===== src/rtl/cursor_move_arbiter.sv =====
// rtl/cursor_move_arbiter.sv - two-cursor tile move arbiter with boundary, collision and cooldown checks
//
// Ports:
//   clk, rst                 system clock, synchronous active-high reset
//   a_req, a_dir             cursor A level move request and direction
//   b_req, b_dir             cursor B level move request and direction
//                            dir: 00 left, 01 right, 10 up, 11 down
//   a_ack, a_nack            one-cycle response pulses for A
//   b_ack, b_nack            one-cycle response pulses for B
//   a_ready, b_ready         cooldown expired for A / B
//   a_h, a_v, b_h, b_v       registered cursor positions (column, row)

module cursor_move_arbiter #(
    parameter int HMAX     = 9,
    parameter int VMAX     = 5,
    parameter int CD_W     = 26,
    parameter int COOLDOWN = 2**25
) (
    input  logic       clk,
    input  logic       rst,
    input  logic       a_req,
    input  logic [1:0] a_dir,
    input  logic       b_req,
    input  logic [1:0] b_dir,
    output logic       a_ack,
    output logic       a_nack,
    output logic       b_ack,
    output logic       b_nack,
    output logic       a_ready,
    output logic       b_ready,
    output logic [3:0] a_h,
    output logic [3:0] a_v,
    output logic [3:0] b_h,
    output logic [3:0] b_v
);

    localparam logic [3:0]      H_LIM  = 4'(HMAX);
    localparam logic [3:0]      V_LIM  = 4'(VMAX);
    localparam logic [CD_W-1:0] CD_LIM = CD_W'(COOLDOWN);

    localparam logic [1:0] DIR_LEFT  = 2'b00;
    localparam logic [1:0] DIR_RIGHT = 2'b01;
    localparam logic [1:0] DIR_UP    = 2'b10;
    localparam logic [1:0] DIR_DOWN  = 2'b11;

    // Round-robin pointer: which cursor wins a tie
    typedef enum logic {
        PRIO_A = 1'b0,
        PRIO_B = 1'b1
    } prio_t;

    prio_t prio;
    prio_t prio_next;

    logic [CD_W-1:0] cnt_a;
    logic [CD_W-1:0] cnt_b;

    logic a_elig;
    logic b_elig;
    logic grant_a;
    logic grant_b;

    logic [3:0] cur_h;
    logic [3:0] cur_v;
    logic [3:0] oth_h;
    logic [3:0] oth_v;
    logic [1:0] dir;
    logic [3:0] tgt_h;
    logic [3:0] tgt_v;
    logic       off_grid;
    logic       collide;
    logic       accept;

    assign a_ready = (cnt_a == CD_LIM);
    assign b_ready = (cnt_b == CD_LIM);

    // A response pulse in flight excludes that cursor, so a held request
    // is not granted twice for the same transaction.
    assign a_elig = a_req && a_ready && !a_ack && !a_nack;
    assign b_elig = b_req && b_ready && !b_ack && !b_nack;

    assign grant_a = a_elig && (!b_elig || (prio == PRIO_A));
    assign grant_b = b_elig && (!a_elig || (prio == PRIO_B));

    // Only one cursor is granted per cycle, so a single checker serves both.
    always_comb begin
        cur_h = a_h;
        cur_v = a_v;
        oth_h = b_h;
        oth_v = b_v;
        dir   = a_dir;
        if (grant_b) begin
            cur_h = b_h;
            cur_v = b_v;
            oth_h = a_h;
            oth_v = a_v;
            dir   = b_dir;
        end
    end

    // Boundary test is done before any arithmetic so no 4-bit wrap occurs.
    always_comb begin
        tgt_h    = cur_h;
        tgt_v    = cur_v;
        off_grid = 1'b0;
        case (dir)
            DIR_LEFT: begin
                if (cur_h == 4'd0) off_grid = 1'b1;
                else               tgt_h = cur_h - 4'd1;
            end
            DIR_RIGHT: begin
                if (cur_h >= H_LIM) off_grid = 1'b1;
                else                tgt_h = cur_h + 4'd1;
            end
            DIR_UP: begin
                if (cur_v == 4'd0) off_grid = 1'b1;
                else               tgt_v = cur_v - 4'd1;
            end
            DIR_DOWN: begin
                if (cur_v >= V_LIM) off_grid = 1'b1;
                else                tgt_v = cur_v + 4'd1;
            end
            default: off_grid = 1'b1;
        endcase
    end

    assign collide = (tgt_h == oth_h) && (tgt_v == oth_v);
    assign accept  = !off_grid && !collide;

    // After any grant the other cursor becomes favoured.
    always_comb begin
        prio_next = prio;
        if (grant_a)      prio_next = PRIO_B;
        else if (grant_b) prio_next = PRIO_A;
    end

    always_ff @(posedge clk) begin
        if (rst) prio <= PRIO_A;
        else     prio <= prio_next;
    end

    // Response pulses
    always_ff @(posedge clk) begin
        if (rst) begin
            a_ack  <= 1'b0;
            a_nack <= 1'b0;
            b_ack  <= 1'b0;
            b_nack <= 1'b0;
        end else begin
            a_ack  <= grant_a && accept;
            a_nack <= grant_a && !accept;
            b_ack  <= grant_b && accept;
            b_nack <= grant_b && !accept;
        end
    end

    // Cursor A position and cooldown
    always_ff @(posedge clk) begin
        if (rst) begin
            a_h   <= 4'd0;
            a_v   <= 4'd0;
            cnt_a <= CD_LIM;
        end else if (grant_a && accept) begin
            a_h   <= tgt_h;
            a_v   <= tgt_v;
            cnt_a <= '0;
        end else if (cnt_a != CD_LIM) begin
            cnt_a <= cnt_a + 1'b1;
        end
    end

    // Cursor B position and cooldown
    always_ff @(posedge clk) begin
        if (rst) begin
            b_h   <= H_LIM;
            b_v   <= V_LIM;
            cnt_b <= CD_LIM;
        end else if (grant_b && accept) begin
            b_h   <= tgt_h;
            b_v   <= tgt_v;
            cnt_b <= '0;
        end else if (cnt_b != CD_LIM) begin
            cnt_b <= cnt_b + 1'b1;
        end
    end

endmodule


===== config.mk =====
export PLATFORM = sky130hd
export DESIGN_NAME = cursor_move_arbiter
export DESIGN_NICKNAME = d
export VERILOG_FILES = /design/src/rtl/cursor_move_arbiter.sv
export SDC_FILE = /design/constraint.sdc
export NUM_CORES = 1
export LEC_CHECK = 0
export CAP_MARGIN = 20
export CORE_MARGIN = 5
export CORE_UTILIZATION = 47
export CTS_CLUSTER_SIZE = 25
export DETAILED_ROUTE_END_ITERATION = 7
export PLACE_DENSITY = 0.68
export SLEW_MARGIN = 20
export SYNTH_ARGS = -nofsm -noshare
export SYNTH_HDL_FRONTEND = slang
export SYNTH_SLANG_ARGS = --single-unit

===== constraint.sdc =====
create_clock -name clk -period 5.7 [get_ports clk]
set_input_delay 1.14 -clock clk [delete_from_list [all_inputs] [get_ports clk]]
set_output_delay 1.14 -clock clk [all_outputs]
set_load 0.03 [all_outputs]

### Word-level counts from Yosys, hierarchy flattened

Index checks and enable logic that the tools add are counted.

* add/sub/neg operators: 6
* $lt $le $gt $ge: 2
* equality and inequality tests: 9
* muxes and demuxes: 22
* bitwise operators: 1
* reductions and logical operators: 33

Operators with widths (number)
* 26-bit 2-to-1 mux: 4
* 26-bit by 1-bit adder with 26-bit output (second input constant): 2
* 26-bit == test (second input constant): 2
* 26-bit != test (second input constant): 2
* 4-bit 2-to-1 mux: 8
* 4-bit one-hot mux with 2 select lines: 2
* 1-bit logical AND: 14
* 1-bit zero test: 9
* 4-bit by 1-bit adder with 4-bit output (second input constant): 2
* 4-bit == test: 2
* 4-bit zero test: 2
* 4-bit by 1-bit subtractor with 4-bit output (second input constant): 2
* 1-bit 2-to-1 mux: 6
* 2-bit nonzero test: 3
* 2-bit == test (second input constant): 2
* 4-bit by 3-bit >= comparator with 1-bit output (second input constant): 1
* 4-bit >= comparator (second input constant): 1
* 1-bit one-hot mux with 4 select lines: 1
* 2-bit OR reduction: 2
* 2-bit by 1-bit == test with 1-bit output (second input constant): 1
* 2-bit zero test: 1
* 1-bit logical OR: 2
* 2-bit 2-to-1 mux: 1
* 1-bit inverter: 1

* register bits: 73
* bits of input ports: 8
* output and inout port bits: 22
* word-level logic and storage cells: 86

### Depth between registers and ports, before layout

* depth after elaboration: 17
* gate-level depth with buffers: 22

### Worst setup path before layout

No wires, ideal clock.

* path type: input to register
* start: in b_req
* end: reg b_h[1]
* library setup time: 0.123 ns
* arrival: 5.233 ns
* required time: 5.577 ns
* slack: 0.344 ns
* stages: 18
* buffers on the path: 3
* path through: nor3b_2 -> nand4_1 -> a311oi_4 -> buf_4 -> buf_2 -> mux2i_1 -> inv_1 -> ha_1 -> o41ai_1 -> nand2_1 -> xor2_1 -> nor3_1 -> o31a_1 -> nor4_2 -> and4b_4 -> a211oi_2 -> buf_6 -> mux2_1

* longest elaborated chain between the ends: 13

Ends and longest elaborated chain
* start, declared: line 23 `input logic b_req,`
* 1-bit logical AND (*) (3 in series): line 80 `assign b_elig = b_req && b_ready && !b_ack && !b_nack;`
* 1-bit logical AND (*): line 83 `assign grant_b = b_elig && (!a_elig || (prio == PRIO_B));`
* 4-bit 2-to-1 mux: line 92 `if (grant_b) begin`
* 4-bit by 1-bit adder with 4-bit output (tied with other cells): line 113 `else tgt_h = cur_h + 4'd1;`
* 4-bit 2-to-1 mux (on tied branches)
* 4-bit one-hot mux with 2 select lines: line 106 `case (dir)`
* 4-bit == test: line 127 `assign collide = (tgt_h == oth_h) && (tgt_v == oth_v);`
* 1-bit logical AND: line 127
* 1-bit zero test: line 128 `assign accept = !off_grid && !collide;`
* 1-bit logical AND: line 128
* 1-bit logical AND: line 178 `end else if (grant_b && accept) begin`
* end signal, assigned: line 179 `b_h <= tgt_h;`
* end, declared: line 33 `output logic [3:0] b_h,`

Mark *: on every way between the ends. The rest lies on a longest branch, timed or not.
A chain may end at the register's enable or synchronous reset.

### Worst setup path in the final report

* start: in b_req
* end: reg b_v[1]

* longest elaborated chain between the ends: 13

Ends and longest elaborated chain
* 1-bit logical AND (*) (3 in series): line 80
* 1-bit logical AND (*): line 83
* 4-bit 2-to-1 mux: line 92
* 4-bit by 1-bit adder with 4-bit output (tied with other cells): line 113
* 4-bit 2-to-1 mux (on tied branches)
* 4-bit one-hot mux with 2 select lines: line 106
* 4-bit == test: line 127
* 1-bit logical AND: line 127
* 1-bit zero test: line 128
* 1-bit logical AND: line 128
* 1-bit logical AND: line 178
* end signal, assigned: line 180 `b_v <= tgt_v;`
* end, declared: line 34 `output logic [3:0] b_v`

Marked as above.

==> out/summary.md <==
Counting flops and latches in the post-synthesis netlist gives 73. The worst setup path is launched from an input port. The run finished with clean final reports.

Portion of the clock cycle consumed by the worst path in the final layout: 0.9107. Setup violations remaining at the end of the flow were counted as 0. The run gives 0.0002190 V as the worst voltage drop across the vdd grid. Synthesis produced a netlist whose cell count is 600. The run gives 0.002067 uW as the leakage dissipation. The count of cell types in the netlist is 72, and the total congestion overflow after global routing is 0.

The largest clock skew in the final design was 8.389 ps. Beginning of the critical path: b_req. Total of buffers placed on input and output ports: 29. The worst register-to-register path ends at b_v[0]. The count of nets left with antenna violations once routing finished came out at 0. For this block, the via count after detailed routing is 4451. The floorplan step set the die width to 111.1 um. The Yosys step of the flow raised 0 warnings. The detailed router finished its first iteration with 385 violations.

Leaving out fill and tap cells, the most frequent cell in the layout is dfxtp_1. Leaving out fill and tap cells, the most frequent cells in the layout are dfxtp_1 (73), nor2_1 (60), nand2_1 (58), nor3_1 (37), clkdlybuf4s50_1 (28). The sequential cell area fraction in the yosys report is 0.3042.

Path type of the worst min-delay path: reg2reg. Summing all placed instances gives a cell area of 5233 um2. The wire length of the first global-routing pass is 20.36 mm. Counting instances, the worst hold path has a depth of 2.

TritonCTS built the clock tree. The floorplan die height came out at 111.1 um. The startpoint of the lowest-slack hold path was cnt_a[20]. The fraction of layout instances using a drive strength above 1 was 0.1164; the area of all placed cells without fillers was 5451 um2.

The layout overhead on the synthesized area was 13.49%; the effective utilization at floorplan was 0.4738. The run gives 0 as the final number of hold-violating endpoints. For the number of maximum-capacitance violations, the log shows 0. The clock-pin slew on the worst setup and hold paths was 80 ps. The placed wire-length estimate is 8.461 mm, and the clock sink total is 73.

For the number of rows in the core area, the log shows 37. The filler cells instantiated in the layout total 939. The count of flip-flops with a built-in enable after synthesis works out to 0.

Power spread over the standard cell area amounts to 422.5 nW/um2. In this run the worst path has a maximum fanout of 27. 0 antenna diodes ended up in the layout.

The number of antenna violations at the first check in global routing came out at 0. The worst setup path is captured at a flip-flop. For the worst flop-to-flop path, the logic depth is 17. The fraction of synthesis flops using an asynchronous set or reset pin is 0, and the highest achievable clock rate is 0.1927 GHz. The number of nets handed over by synthesis was 616. The average instance in the mapped netlist occupies 8.006 um2. STA puts the critical path data required time at 5980 ps. The run gives 2 as the buffer levels on the longest clock path. In this run the critical register-to-register path is launched from cnt_a[0]. At the later pin of the worst-skew pair, clock insertion delay measures 340 ps. For the post-CTS setup repair buffer count, the log shows 0. Using the TritonRoute via totals, the vias-per-cell ratio works out to 5.834.

The setup TNS after final layout is 0 ps, and the final critical-path required period is 5191 ps. 30 I/O pins were placed. The layout net count was 638; the routed wirelength normalized by instance count was 15.56 um. For the deepest level of the CTS H-tree, the log shows 3. For the count of hold buffers inserted by post-cts repair, the log shows 0. The run gives 4273 as the number of global-route vias before repair.

The number of clock buffers inserted by TritonCTS was 9. Setup repair after global routing left no endpoint under its margin. The cell area after technology mapping came out at 4803 um2. The pin slew with the least headroom to its limit came out at 796.0 ps.

The routability-driven placement congestion ratio was 0.9367. Among all flip-flop cells after synthesis, the most frequent one is dfxtp_1. The tools report the number of design rule violations left after detail routing as 0. The pre-antenna-repair detailed-routing pass consisted of 5 iterations. Across all register-to-register paths, the minimum setup slack is 780 ps.

The final count of pins violating max slew came out at 0. For the worst setup path, the data arrival time is 5470 ps. The global-route total usage across every layer is 0.1924, and the worst slew slack as a fraction of its limit is 0.4693. After floorplanning, the core was sized to cover 10140 um2.

Across all hold checks on the routed design, the worst slack comes to 505.8 ps. The worst setup path category was in2reg. The pin count of the biggest net entering global routing is 71. The path with the worst hold slack has its endpoint at cnt_a[20]. The overall routed net length is 11.87 mm. The tools report the floorplan die area as 12340 um2. Clock tree root driver cell: clkbuf_8.
==> layer usage <==
| layer | vias up | track usage | wire length, um |
|---|---|---|---|
| met5 | - | 0 | 0 |
| met1 | 2106 | 0.2586 | 5570 |
| li1 | 2206 | - | - |
| met4 | 0 | 0.05028 | 140 |
| met3 | 17 | 0.04039 | 540 |
| met2 | 122 | 0.3147 | 5617 |
==> final cells by class <==
class                           instances  area [um2]  area share
Clock inverter                          4       50.05    0.009181
Clock buffer                           12       165.2     0.03030
Tap cell                              136       170.2     0.03121
Inverter                               18       67.56     0.01239
Sequential cell                        73        1461      0.2681
Timing Repair Buffer                   45       417.9     0.07666
Multi-Input combinational cell        475        3119      0.5722
==> cells by family after synthesis <==
| kind of cell | count (synthesis) | synth area share |
|---|---|---|
| compound gates | 108 | 0.1602 |
| xor+xnor | 46 | 0.08388 |
| fa+ha+maj | 8 | 0.02084 |
| buf+inv | 52 | 0.04871 |
| flops | 73 | 0.3042 |
| mux | 27 | 0.05991 |
| simple gates | 286 | 0.3222 |
==> what timing repair did <==
item | in CTS | in global routing
hold endpoints to repair | 0 | 0
endpoints found under the setup margin | 0 | 3
gates resized for setup | 0 | 1
==> sequential cells by signal (all words and copies together), names as in the netlist <==
signal  count
a_ack       1
cnt_b      26
a_nack      1
prio        1
b_h         4
a_v         4
b_v         4
b_ack       1
b_nack      1
cnt_a      26
a_h         4
==> worst max-delay path by stage <==
stage	to
floorplan	b_h[1]
global placement	a_h[1]
detailed placement	a_v[0]
CTS	a_h[1]
global route	b_h[0]
finish	b_v[1]
==> metrics by stage <==
step | total power (uW) | setup slack, ps | util | instances
after global routing | 2452 | 44.07 | 0.5377 | 763
after CTS | 2301 | 480.2 | 0.5373 | 763
after floorplan | 1516 | 344.2 | - | 600
after detailed placement | 1861 | 145.1 | 0.5161 | 747
after global placement | 1855 | 225.7 | 0.5161 | 747
final | 2303 | 509.2 | 0.5377 | 763
==> cells in the mapped netlist, types with 18 or more instances <==
cell type / number / area (um2)
a21oi_1: 27 / 135.1
and3_1: 23 / 143.9
clkbuf_1: 24 / 90.09
dfxtp_1: 73 / 1461
inv_1: 18 / 67.56
mux2i_1: 19 / 190.2
nand2_1: 58 / 217.7
nand3_1: 19 / 95.09
nor2_1: 60 / 225.2
nor3_1: 37 / 185.2
o21ai_0: 24 / 120.1
xnor2_1: 19 / 166.4
xor2_1: 27 / 236.5
==> power by group <==
| group | leakage [uW] | internal (uW) | switching [uW] | total (uW) |
|---|---|---|---|---|
| Combinational | 0.00137 | 504 | 682 | 1190 |
| Sequential | 0.000590 | 564 | 123 | 687 |
| Clock | 0.000105 | 237 | 193 | 431 |
| Total | 0.00207 | 1310 | 998 | 2300 |
==> critical path, stage by stage <==
cell and delay [ps]:
clkdlybuf4s50_1 490, nor3b_2 200, nand4_1 190, a311oi_4 330
buf_4 200, mux2i_1 270, inv_1 100, ha_1 220
o41ai_1 340, buf_4 190, nor2_1 40, nor2_1 190
mux2i_1 170, a21oi_1 180, o211ai_1 150, and4b_4 260
a211oi_4 350, buf_12 240, mux2i_1 200
No activity file was read; power rests on OpenSTA's default activity.
